[src/rtl/sd_cmd_responder.sv]
`timescale 1ns/1ps
`default_nettype none
// ============================================================================
// Module  : sd_cmd_responder
// Purpose : SD card-side CMD-line responder (CRC7 check, reduced card FSM,
//           R1/R3/R6/R7 responses) standing in for a physical card.
// Revision: 1.0
// ============================================================================
module sd_cmd_responder #(
    parameter logic [15:0] RCA        = 16'h1234,
    parameter logic [31:0] OCR        = 32'h40FF8000,
    parameter int          BUSY_COUNT = 2,
    parameter int          NCR        = 2
) (
    input  logic       sd_clk,
    input  logic       rst_n,
    input  logic       cmd_in,
    output logic       cmd_out,
    output logic       cmd_oe,
    output logic       cmd_done,
    output logic [5:0] cmd_index,
    output logic       crc_error,
    output logic       illegal_cmd,
    output logic [2:0] card_state
);

    localparam logic [2:0] c_IDLE     = 3'd0;
    localparam logic [2:0] c_READY    = 3'd1;
    localparam logic [2:0] c_STBY     = 3'd3;
    localparam logic [2:0] c_TRAN     = 3'd4;
    localparam logic [6:0] c_NCR_LAST = 7'(NCR - 1);
    localparam logic [7:0] c_BUSY_MAX = 8'(BUSY_COUNT);

    typedef enum logic [2:0] {S_RX_WAIT, S_RX_SHIFT, S_CHECK, S_GAP, S_TX} state_t;

    state_t      r_state, w_state;
    logic [47:0] r_rx, w_rx, r_tx, w_tx;
    logic [6:0]  r_cnt, w_cnt;
    logic [7:0]  r_busy, w_busy;
    logic        r_app, w_app;
    logic        r_cmd_out, w_cmd_out, r_cmd_oe, w_cmd_oe;
    logic        r_done, w_done, r_crc_err, w_crc_err, r_illegal, w_illegal;
    logic [5:0]  r_index, w_index;
    logic [2:0]  r_card, w_card;

    logic [5:0]  w_idx;
    logic        w_frame_ok, w_busy_done, w_accept, w_resp_en, w_no_crc;
    logic [31:0] w_status;
    logic [39:0] w_hdr;

    // Serial CRC7 (x^7 + x^3 + 1, seed 0) over 40 header bits, MSB first.
    function automatic logic [6:0] crc7(input logic [39:0] data);
        logic [6:0] c;
        logic       fb;
        c = 7'h00;
        for (int i = 39; i >= 0; i--) begin
            fb = data[i] ^ c[6];
            c  = {c[5:0], 1'b0};
            if (fb) c = c ^ 7'h09;
        end
        return c;
    endfunction

    assign w_idx       = r_rx[45:40];
    assign w_frame_ok  = !r_rx[47] && r_rx[46] && r_rx[0] && (crc7(r_rx[47:8]) == r_rx[7:1]);
    assign w_busy_done = (r_busy == c_BUSY_MAX);
    // R1 status: prior card state, READY_FOR_DATA, APP_CMD only for CMD55.
    assign w_status    = {19'h0, 1'b0, r_card, 1'b1, 2'b00, (w_idx == 6'd55), 5'h00};

    always_comb begin
        w_state   = r_state;
        w_rx      = r_rx;
        w_tx      = r_tx;
        w_cnt     = r_cnt;
        w_busy    = r_busy;
        w_app     = r_app;
        w_cmd_out = r_cmd_out;
        w_cmd_oe  = r_cmd_oe;
        w_done    = 1'b0;
        w_crc_err = 1'b0;
        w_illegal = 1'b0;
        w_index   = r_index;
        w_card    = r_card;
        w_accept  = 1'b0;
        w_resp_en = 1'b0;
        w_no_crc  = 1'b0;
        w_hdr     = '0;
        case (r_state)
            S_RX_WAIT: begin
                if (!cmd_in) begin
                    w_rx    = {r_rx[46:0], cmd_in};
                    w_cnt   = 7'd0;
                    w_state = S_RX_SHIFT;
                end
            end
            S_RX_SHIFT: begin
                w_rx  = {r_rx[46:0], cmd_in};
                w_cnt = r_cnt + 7'd1;
                if (r_cnt == 7'd46) w_state = S_CHECK;
            end
            S_CHECK: begin
                w_state = S_RX_WAIT;
                if (!w_frame_ok) begin
                    w_crc_err = 1'b1;
                end else begin
                    case (w_idx)
                        6'd0: begin
                            w_accept = 1'b1;
                            w_card   = c_IDLE;
                            w_busy   = 8'd0;
                        end
                        6'd8: begin
                            w_accept  = 1'b1;
                            w_resp_en = 1'b1;
                            w_hdr     = {2'b00, 6'd8, 20'h0, r_rx[19:8]};
                        end
                        6'd55: begin
                            w_accept  = 1'b1;
                            w_resp_en = 1'b1;
                            w_hdr     = {2'b00, w_idx, w_status};
                        end
                        6'd41: begin
                            if (r_app) begin
                                w_accept  = 1'b1;
                                w_resp_en = 1'b1;
                                w_no_crc  = 1'b1;
                                w_hdr     = {2'b00, 6'h3F, OCR | {w_busy_done, 31'h0}};
                                if (w_busy_done) w_card = c_READY;
                                else             w_busy = r_busy + 8'd1;
                            end
                        end
                        6'd3: begin
                            if (r_card == c_READY) begin
                                w_accept  = 1'b1;
                                w_resp_en = 1'b1;
                                w_hdr     = {2'b00, 6'd3, RCA, 16'h0500};
                                w_card    = c_STBY;
                            end
                        end
                        6'd7: begin
                            if (r_rx[39:24] != RCA) begin
                                w_accept = 1'b1;
                                w_card   = c_STBY;
                            end else if (r_card == c_STBY) begin
                                w_accept  = 1'b1;
                                w_resp_en = 1'b1;
                                w_hdr     = {2'b00, w_idx, w_status};
                                w_card    = c_TRAN;
                            end
                        end
                        6'd16: begin
                            if (r_card == c_TRAN) begin
                                w_accept  = 1'b1;
                                w_resp_en = 1'b1;
                                w_hdr     = {2'b00, w_idx, w_status};
                            end
                        end
                        default: ;
                    endcase
                    w_illegal = !w_accept;
                    if (w_accept) begin
                        w_done  = 1'b1;
                        w_index = w_idx;
                        w_app   = (w_idx == 6'd55);
                    end else begin
                        w_app = 1'b0;
                    end
                end
                if (w_resp_en) begin
                    w_state = S_GAP;
                    w_cnt   = 7'd0;
                    w_tx    = {w_hdr, (w_no_crc ? 7'h7F : crc7(w_hdr)), 1'b1};
                end
            end
            S_GAP: begin
                // The first response bit goes out on the same edge that raises cmd_oe.
                if (r_cnt == c_NCR_LAST) begin
                    w_state   = S_TX;
                    w_cnt     = 7'd0;
                    w_cmd_oe  = 1'b1;
                    w_cmd_out = r_tx[47];
                    w_tx      = {r_tx[46:0], 1'b1};
                end else begin
                    w_cnt = r_cnt + 7'd1;
                end
            end
            S_TX: begin
                if (r_cnt == 7'd47) begin
                    w_state   = S_RX_WAIT;
                    w_cmd_oe  = 1'b0;
                    w_cmd_out = 1'b1;
                end else begin
                    w_cmd_out = r_tx[47];
                    w_tx      = {r_tx[46:0], 1'b1};
                    w_cnt     = r_cnt + 7'd1;
                end
            end
            default: w_state = S_RX_WAIT;
        endcase
    end

    always_ff @(posedge sd_clk or negedge rst_n) begin
        if (!rst_n) begin
            r_state   <= S_RX_WAIT;
            r_rx      <= '0;
            r_tx      <= '1;
            r_cnt     <= 7'd0;
            r_busy    <= 8'd0;
            r_app     <= 1'b0;
            r_cmd_out <= 1'b1;
            r_cmd_oe  <= 1'b0;
            r_done    <= 1'b0;
            r_crc_err <= 1'b0;
            r_illegal <= 1'b0;
            r_index   <= 6'd0;
            r_card    <= c_IDLE;
        end else begin
            r_state   <= w_state;
            r_rx      <= w_rx;
            r_tx      <= w_tx;
            r_cnt     <= w_cnt;
            r_busy    <= w_busy;
            r_app     <= w_app;
            r_cmd_out <= w_cmd_out;
            r_cmd_oe  <= w_cmd_oe;
            r_done    <= w_done;
            r_crc_err <= w_crc_err;
            r_illegal <= w_illegal;
            r_index   <= w_index;
            r_card    <= w_card;
        end
    end

    assign cmd_out     = r_cmd_out;
    assign cmd_oe      = r_cmd_oe;
    assign cmd_done    = r_done;
    assign cmd_index   = r_index;
    assign crc_error   = r_crc_err;
    assign illegal_cmd = r_illegal;
    assign card_state  = r_card;

endmodule
`default_nettype wire
[config.mk]
export PLATFORM = sky130hd
export DESIGN_NAME = sd_cmd_responder
export DESIGN_NICKNAME = d
export VERILOG_FILES = /design/src/rtl/sd_cmd_responder.sv
export SDC_FILE = /design/constraint.sdc
export NUM_CORES = 1
export LEC_CHECK = 0
export ABC_AREA = 1
export BUFFER_PORTS_ARGS = -buffer_cell sky130_fd_sc_hd__buf_2
export CAP_MARGIN = 15
export CORE_ASPECT_RATIO = 1.25
export CORE_MARGIN = 2
export CORE_UTILIZATION = 55
export DETAILED_ROUTE_END_ITERATION = 8
export GPL_TIMING_DRIVEN = 1
export PLACE_DENSITY = 0.72
export RECOVER_POWER = 100
export SYNTH_ARGS = -nofsm -noshare
export SYNTH_HDL_FRONTEND = slang
export SYNTH_SLANG_ARGS = --single-unit
[constraint.sdc]
create_clock -name sd_clk -period 5.5 [get_ports sd_clk]
set_input_delay 0.55 -clock sd_clk [delete_from_list [all_inputs] [get_ports sd_clk]]
set_output_delay 0.55 -clock sd_clk [all_outputs]
set_load 0.02 [all_outputs]
==> qor.yml, run 1 <==
outcome:
  outcome: "finished with violations"
  violations: "max-capacitance violations, max-slew violations"
worst_setup_path:
  critPathRequiredTime_ns: 5.87
  crit_top_cell: "nand2_1"
  critical-path-top-delay-family: "simple AND/OR/NAND/NOR gates"
  path_buf_inv: 5
  crit_fanout: 12
  worstPathArrival_ns: 5.10
  critical_path.max_stage_delay_ns: 0.43
  setup.worst_path.start_class: "flip-flop"
  endpoint_kind: "flip-flop"
  crit_type: "reg2reg"
  worst_path_max_delay_cell: "dfrtp_1"
timing:
  worstMarginPinSlew_ns: 3.88
  fmax_mhz: 211
  max_slew_margin_pct: -159
  final_hold_viol_count: 0
  setup_viol: 0
  post-route-period-util_pct: 86.1
  post-route-min-period_ns: 4.73
  worst_clock_skew_ns: 0.00968
  hold_slack_ns: 0.443
  slew_viol_final: 170
  rsz0062_at_grt: "false"
  setup_tns_ns: 0
grt:
  grt_util_all_layers_pct: 26.6
  grt_pass1_vias: 7542
  grt_max_degree: 96
  grt_antenna_before_repair: 0
  overflow: 0
  grt_pass1_wl_mm: 34.8
logic_synthesis:
  synthDistinctLibCells: 48
  ys_ff_latch: 128
  syn-cell-area_sq_mm: 0.00839
  synth_fp_nets: 1255
  yosysWarnings: 0
  synth-main-ff-cell: "dfrtp_1"
  synth.avg_cell_area_sq_um: 6.73
  synth_async_sr_flop_share_pct: 100
  ys_seq_area_share_pct: 38.9
  syn_inst: 1247
  synth_edf_count: 0
die:
  io_pins: 17
  chipWidth_um: 115
  die_height_um: 142
  rows: 50
  die_area_sq_mm: 0.0163
  coreArea_sq_mm: 0.0150
  initial_core_util_pct: 56.1
pwr:
  power_w: 0.00456
  swShare_pct: 45.4
  p_sw_w: 0.00207
  irDropWorstVdd_uv: 325
  p_leak_nw: 4.33
  combPwrFrac_pct: 45.9
  power_density_mw_per_mm2: 497
  clkPwrFrac_pct: 24.0
  intPower_w: 0.00249
  sequentialPowerShare_pct: 30.1
hold_path:
  hp-class: "in2reg"
clock_network:
  path_clk_slew_ns: 0.06
  cts-root-buf: "clkbuf_16"
  tritoncts: "done"
  ctsLongestPathBuffers: 2
  clock_latency_ns: 0.43
  cts_sinks: 128
  ctsHtreeMaxLevel: 4
  cts_buffers: 17
  hold_buffers: 0
drt:
  routed_wirelength_mm: 20.3
  via_count: 7938
  drt_iter0_drc: 693
  vias_per_cell: 5.45
  antenna_left: 0
  drcViolationCount: 0
  wl_per_cell_um: 14.0
  firstDrtPassIters: 7
placement:
  placed_cells: 1419
  place.gp.congestion: 0.909
  dp_hpwl_mm: 14.9
  io_buffers: 16
layout:
  diodes: 0
  final_cell_mix: "nand2_1, inv_1, o21ai_0, nand3_1, nor2_1"
  final_common_cell: "nand2_1"
  multi_input_area_sq_mm: 0.00427
  nNetsFinal: 1269
  regArea_sq_mm: 0.00327
  fin_cells: 1456
  drive_above_1_share_pct: 14.2
  synthToLayoutAreaGrowth_pct: 9.45
  fillers: 1411
run:
  max_cap_violations: 2
==> final timing paths <==
path / from / slack (ns) / to / cells after the start
setup / recovery: r_rx[41]$_DFFE_PN0P_ / 0.77 / r_tx[5]$_DFFE_PN1P_ / 43
hold / removal: cmd_in / 0.44 / r_rx[0]$_DFFE_PN0P_ / 3
setup reg to reg: r_rx[41]$_DFFE_PN0P_ / 0.77 / r_tx[5]$_DFFE_PN1P_ / 43
hold reg to reg: r_tx[7]$_DFFE_PN1P_ / 0.47 / r_tx[7]$_DFFE_PN1P_ / 2
max in group asynchronous: rst_n / 1.16 / r_rx[4]$_DFFE_PN0P_ / 2
min in group asynchronous: rst_n / 1.46 / r_cnt[2]$_DFFE_PN0P_ / 1
==> worst reg2reg max path, delay by kind of cell (launching register included) <==
kind | cells | cell delay, ns
and+or+nand+nor | 37 | 3.76
DFF | 1 | 0.43
AOI/OAI and AO/OA | 1 | 0.14
buffers and inverters | 5 | 0.38
==> power groups by stage <==
stage	clock network, W	registers [W]	logic, W
6_report	0.00110	0.00137	0.00210
5_1_grt	0.00115	0.00140	0.00246
4_1_cts	0.00112	0.00137	0.00214
3_5_place_dp	0	0.00138	0.00213
3_3_place_gp	0	0.00138	0.00210
2_1_floorplan	0	0.00135	0.00170
==> Yosys cell counts, types with 5 or more instances <==
cell	count	share of area [%]
ha_1	5	0.75
inv_2	14	0.63
dfstp_2	48	15
xnor2_1	5	0.52
nand2_2	57	4.2
o31ai_1	7	0.63
a21oi_1	24	1.4
nand3_1	100	6.0
nand3_2	6	0.72
nand3b_1	5	0.45
dfrtp_1	80	24
nand2_1	398	18
nor3_1	32	1.9
clkbuf_1	19	0.85
buf_1	5	0.22
nor2_1	88	3.9
nor4_1	5	0.37
inv_1	166	7.4
a31oi_1	15	1.1
buf_2	6	0.36
o21ai_0	99	5.9
nand4_1	13	0.97
==> cells by family after synthesis <==
| group | synth area share, % |
|---|---|
| flip-flops | 38.9 |
| adder cells (fa/ha/maj) | 0.745 |
| buffers and inverters | 10.3 |
| XOR/XNOR | 1.21 |
| AO/OA/AOI/OAI | 11.3 |
| AND/OR/NAND/NOR | 37.6 |
==> sequential cells by signal, indices dropped and copies added (netlist names), 3 cells and up <==
register and count:
card_state 3, cmd_index 6, r_busy 8, r_cnt 7
r_rx 48, r_state 3, r_tx 47
==> final cells by class <==
cell class / instances / area share, %
Multi-Input combinational cell: 901 / 46.5
Clock buffer: 21 / 5.26
Timing Repair Buffer: 31 / 1.69
Tap cell: 182 / 2.48
Inverter: 182 / 7.49
Sequential cell: 128 / 35.6
Clock inverter: 11 / 1.01
==> routing by layer <==
layer  vias to the layer above  global-route usage, %  wire length [um]
li1                       4008                      -                 -
met1                      3707                   32.7              8930
met2                       164                   44.8              9910
met3                        59                   5.28               739
met4                         0                   12.5               769
met5                         -                      0                 0
==> per-stage QoR <==
stage / cell area, sq um / util [%] / setup WS (ns)
6_report: 9190 / 61.4 / 0.766
5_1_grt: 9190 / 61.4 / 0.00416
4_1_cts: 9200 / 61.5 / 0.699
3_5_place_dp: 8620 / 57.7 / 0.720
3_3_place_gp: 8620 / 57.7 / 0.748
2_1_floorplan: 8390 / - / 1.73
==> timing repair <==
action / in CTS / in global routing
endpoints found under the setup margin: 0 / 2
buffers inserted: 0 / 5
resized for setup: 0 / 3
No activity file was read; power rests on OpenSTA's default activity.
==> run 2: changes to the inputs <==
--- a/config.mk
+++ b/config.mk
@@ -10,11 +10,12 @@
 export CAP_MARGIN = 15
 export CORE_ASPECT_RATIO = 1.25
 export CORE_MARGIN = 2
-export CORE_UTILIZATION = 55
+export CORE_UTILIZATION = 64
 export DETAILED_ROUTE_END_ITERATION = 8
 export GPL_TIMING_DRIVEN = 1
-export PLACE_DENSITY = 0.72
+export PLACE_DENSITY = 0.82
 export RECOVER_POWER = 100
+export SKIP_CTS_REPAIR_TIMING = 1
 export SYNTH_ARGS = -nofsm -noshare
 export SYNTH_HDL_FRONTEND = slang
 export SYNTH_SLANG_ARGS = --single-unit
==> qor.yml, run 2 (same netlist as run 1, synthesis figures left out) <==
outcome:
  outcome: "finished with violations"  # unchanged
  violations: "max-capacitance violations, max-slew violations"  # unchanged
timing:
  fmax_mhz: 208  # was 211 MHz
  setup_tns_ns: 0  # unchanged
  worstMarginPinSlew_ns: 4.20  # was 3.88 ns
  hold_slack_ns: 0.467  # was 0.443 ns
  setup_viol: 0  # unchanged
  rsz0062_at_grt: "false"  # unchanged
  post-route-period-util_pct: 87.5  # was 86.1%
  post-route-min-period_ns: 4.81  # was 4.73 ns
  slew_viol_final: 177  # was 170
  final_hold_viol_count: 0  # unchanged
  max_slew_margin_pct: -180  # was -159%
  worst_clock_skew_ns: 0.00813  # was 0.00968 ns
layout:
  regArea_sq_mm: 0.00326  # was 0.00327 sq mm
  largestRegisters: "r_rx (48), r_tx (47), r_busy (8)"  # unchanged
  drive_above_1_share_pct: 13.9  # was 14.2%
  synthToLayoutAreaGrowth_pct: 9.20  # was 9.45%
  multi_input_area_sq_mm: 0.00428  # was 0.00427 sq mm
  largest_reg_flops: 48  # unchanged
  nNetsFinal: 1264  # was 1269
  regMostFlops: "r_rx"  # unchanged
  fillers: 1099  # was 1411
  final_common_cell: "nand2_1"  # unchanged
  diodes: 0  # unchanged
  final_cell_mix: "nand2_1, inv_1, nand3_1, o21ai_0, nor2_1"  # was nand2_1, inv_1, o21ai_0, nand3_1, nor2_1
  fin_util_pct: 71.7  # was 61.4%
drt:
  routed_wirelength_mm: 20.0  # was 20.3 mm
  firstDrtPassIters: 5  # was 7
  wl_per_cell_um: 13.9  # was 14.0 um
  antenna_left: 0  # unchanged
  drt_iter0_drc: 508  # was 693
  vias_per_cell: 5.56  # was 5.45
  via_count: 7996  # was 7938
  drcViolationCount: 0  # unchanged
die:
  die_area_sq_mm: 0.0141  # was 0.0163 sq mm
  io_pins: 17  # unchanged
  initial_core_util_pct: 65.7  # was 56.1%
  die_height_um: 132  # was 142 um
  coreArea_sq_mm: 0.0128  # was 0.0150 sq mm
  chipWidth_um: 106  # was 115 um
  rows: 46  # was 50
pwr:
  sequentialPowerShare_pct: 29.6  # was 30.1%
  p_leak_nw: 4.33  # about the same
  power_density_mw_per_mm2: 505  # was 497 mW/mm^2
  clkPwrFrac_pct: 24.6  # was 24.0%
  p_sw_w: 0.00210  # was 0.00207 W
  irDropWorstVdd_uv: 412  # was 325 uV
  swShare_pct: 45.3  # was 45.4%
  combPwrFrac_pct: 45.8  # was 45.9%
  intPower_w: 0.00253  # was 0.00249 W
clock_network:
  cts-root-buf: "clkbuf_16"  # unchanged
  cts_buffers: 17  # unchanged
  cts_sinks: 128  # unchanged
  tritoncts: "done"  # unchanged
  path_clk_slew_ns: 0.06  # about the same
  ctsLongestPathBuffers: 2  # unchanged
  clock_latency_ns: 0.43  # about the same
  ctsHtreeMaxLevel: 4  # unchanged
worst_setup_path:
  setup.worst_path.start_class: "flip-flop"  # unchanged
  crit_top_cell: "nand2_1"  # unchanged
  worst_path_max_delay_cell: "dfrtp_1"  # unchanged
  endpoint_kind: "flip-flop"  # unchanged
  critPathRequiredTime_ns: 5.86  # was 5.87 ns
  worstPathArrival_ns: 5.17  # was 5.10 ns
  crit_start: "r_rx[45]$_DFFE_PN0P_"  # was r_rx[41]$_DFFE_PN0P_
  critical_path.max_stage_delay_ns: 0.53  # was 0.43 ns
  crit_fanout: 13  # was 12
  rr_startpoint: "r_rx[45]$_DFFE_PN0P_"  # was r_rx[41]$_DFFE_PN0P_
  crit_type: "reg2reg"  # unchanged
grt:
  grt_pass1_wl_mm: 34.3  # was 34.8 mm
  overflow: 0  # unchanged
  grt_antenna_before_repair: 0  # unchanged
  grt_max_degree: 96  # unchanged
  grt_util_all_layers_pct: 30.0  # was 26.6%
  grt_pass1_vias: 7603  # was 7542
placement:
  dp_hpwl_mm: 14.5  # was 14.9 mm
  place.gp.congestion: 0.927  # was 0.909
  io_buffers: 16  # unchanged
hold_path:
  hp-start: "r_tx[5]$_DFFE_PN1P_"  # was cmd_in
  hp-class: "reg2reg"  # was in2reg
run:
  max_cap_violations: 2  # unchanged
## run 2: changes by cell type in the layout (fill, tap and decap cells not counted), moves of 2 or more
cell / change
buf_4: -4
inv_6: +4
clkbuf_1: -2
clkinvlp_4: -2
dfrtp_1: +2
dfrtp_2: -2
o21ai_0: -2
## run 2: final timing paths
path                                         to  slack [ns]  cells past startpoint
max                         r_tx[5]$_DFFE_PN1P_        0.69                     45
min                         r_tx[5]$_DFFE_PN1P_        0.47                      2
max reg2reg                 r_tx[5]$_DFFE_PN1P_        0.69                     45
min reg2reg                 r_tx[5]$_DFFE_PN1P_        0.47                      2
max in group asynchronous   r_rx[6]$_DFFE_PN0P_        1.55                      1
min in group asynchronous  r_cnt[0]$_DFFE_PN0P_        1.59                      1
## run 2: layout make-up
cell class	instances	share of cell area, %
repair buffers	26	1.31
clock inverters	13	1.49
multi-input cells	901	46.7
clock buffers	19	5.06
inverters	182	7.51
flip-flops and latches	128	35.6
well taps	168	2.29
## run 2: critical path, delay by kind of cell, from the launching register on
| family | cells | cell delay [ns] |
|---|---|---|
| buf+inv | 7 | 0.45 |
| flops | 1 | 0.53 |
| simple gates | 38 | 3.75 |
## run 2: stage by stage
| step | instance area [sq um] | setup slack (ns) | power (W) | std cells |
|---|---|---|---|---|
| after CTS | 9210 | 0.696 | 0.00465 | 1437 |
| after global placement | 8610 | 0.897 | 0.00345 | 1405 |
| final | 9170 | 0.688 | 0.00463 | 1437 |
| after detailed placement | 8610 | 0.794 | 0.00349 | 1405 |
| after global routing | 9170 | 0.0609 | 0.00504 | 1437 |
| after floorplan | 8390 | 1.73 | 0.00305 | 1247 |
## run 2: power groups by stage
stage / registers (W) / clock network (W) / logic (W)
floorplan: 0.00135 / 0 / 0.00170
global placement: 0.00138 / 0 / 0.00207
detailed placement: 0.00138 / 0 / 0.00211
CTS: 0.00137 / 0.00115 / 0.00213
global route: 0.00140 / 0.00119 / 0.00244
finish: 0.00137 / 0.00114 / 0.00212
## run 2: layer usage
metal / part of all wire [%] / global-route usage, %
met1: 43 / 37.8
met2: 49 / 50.8
met3: 4.5 / 4.50
met4: 3.3 / 13.3
met5: 0 / 0
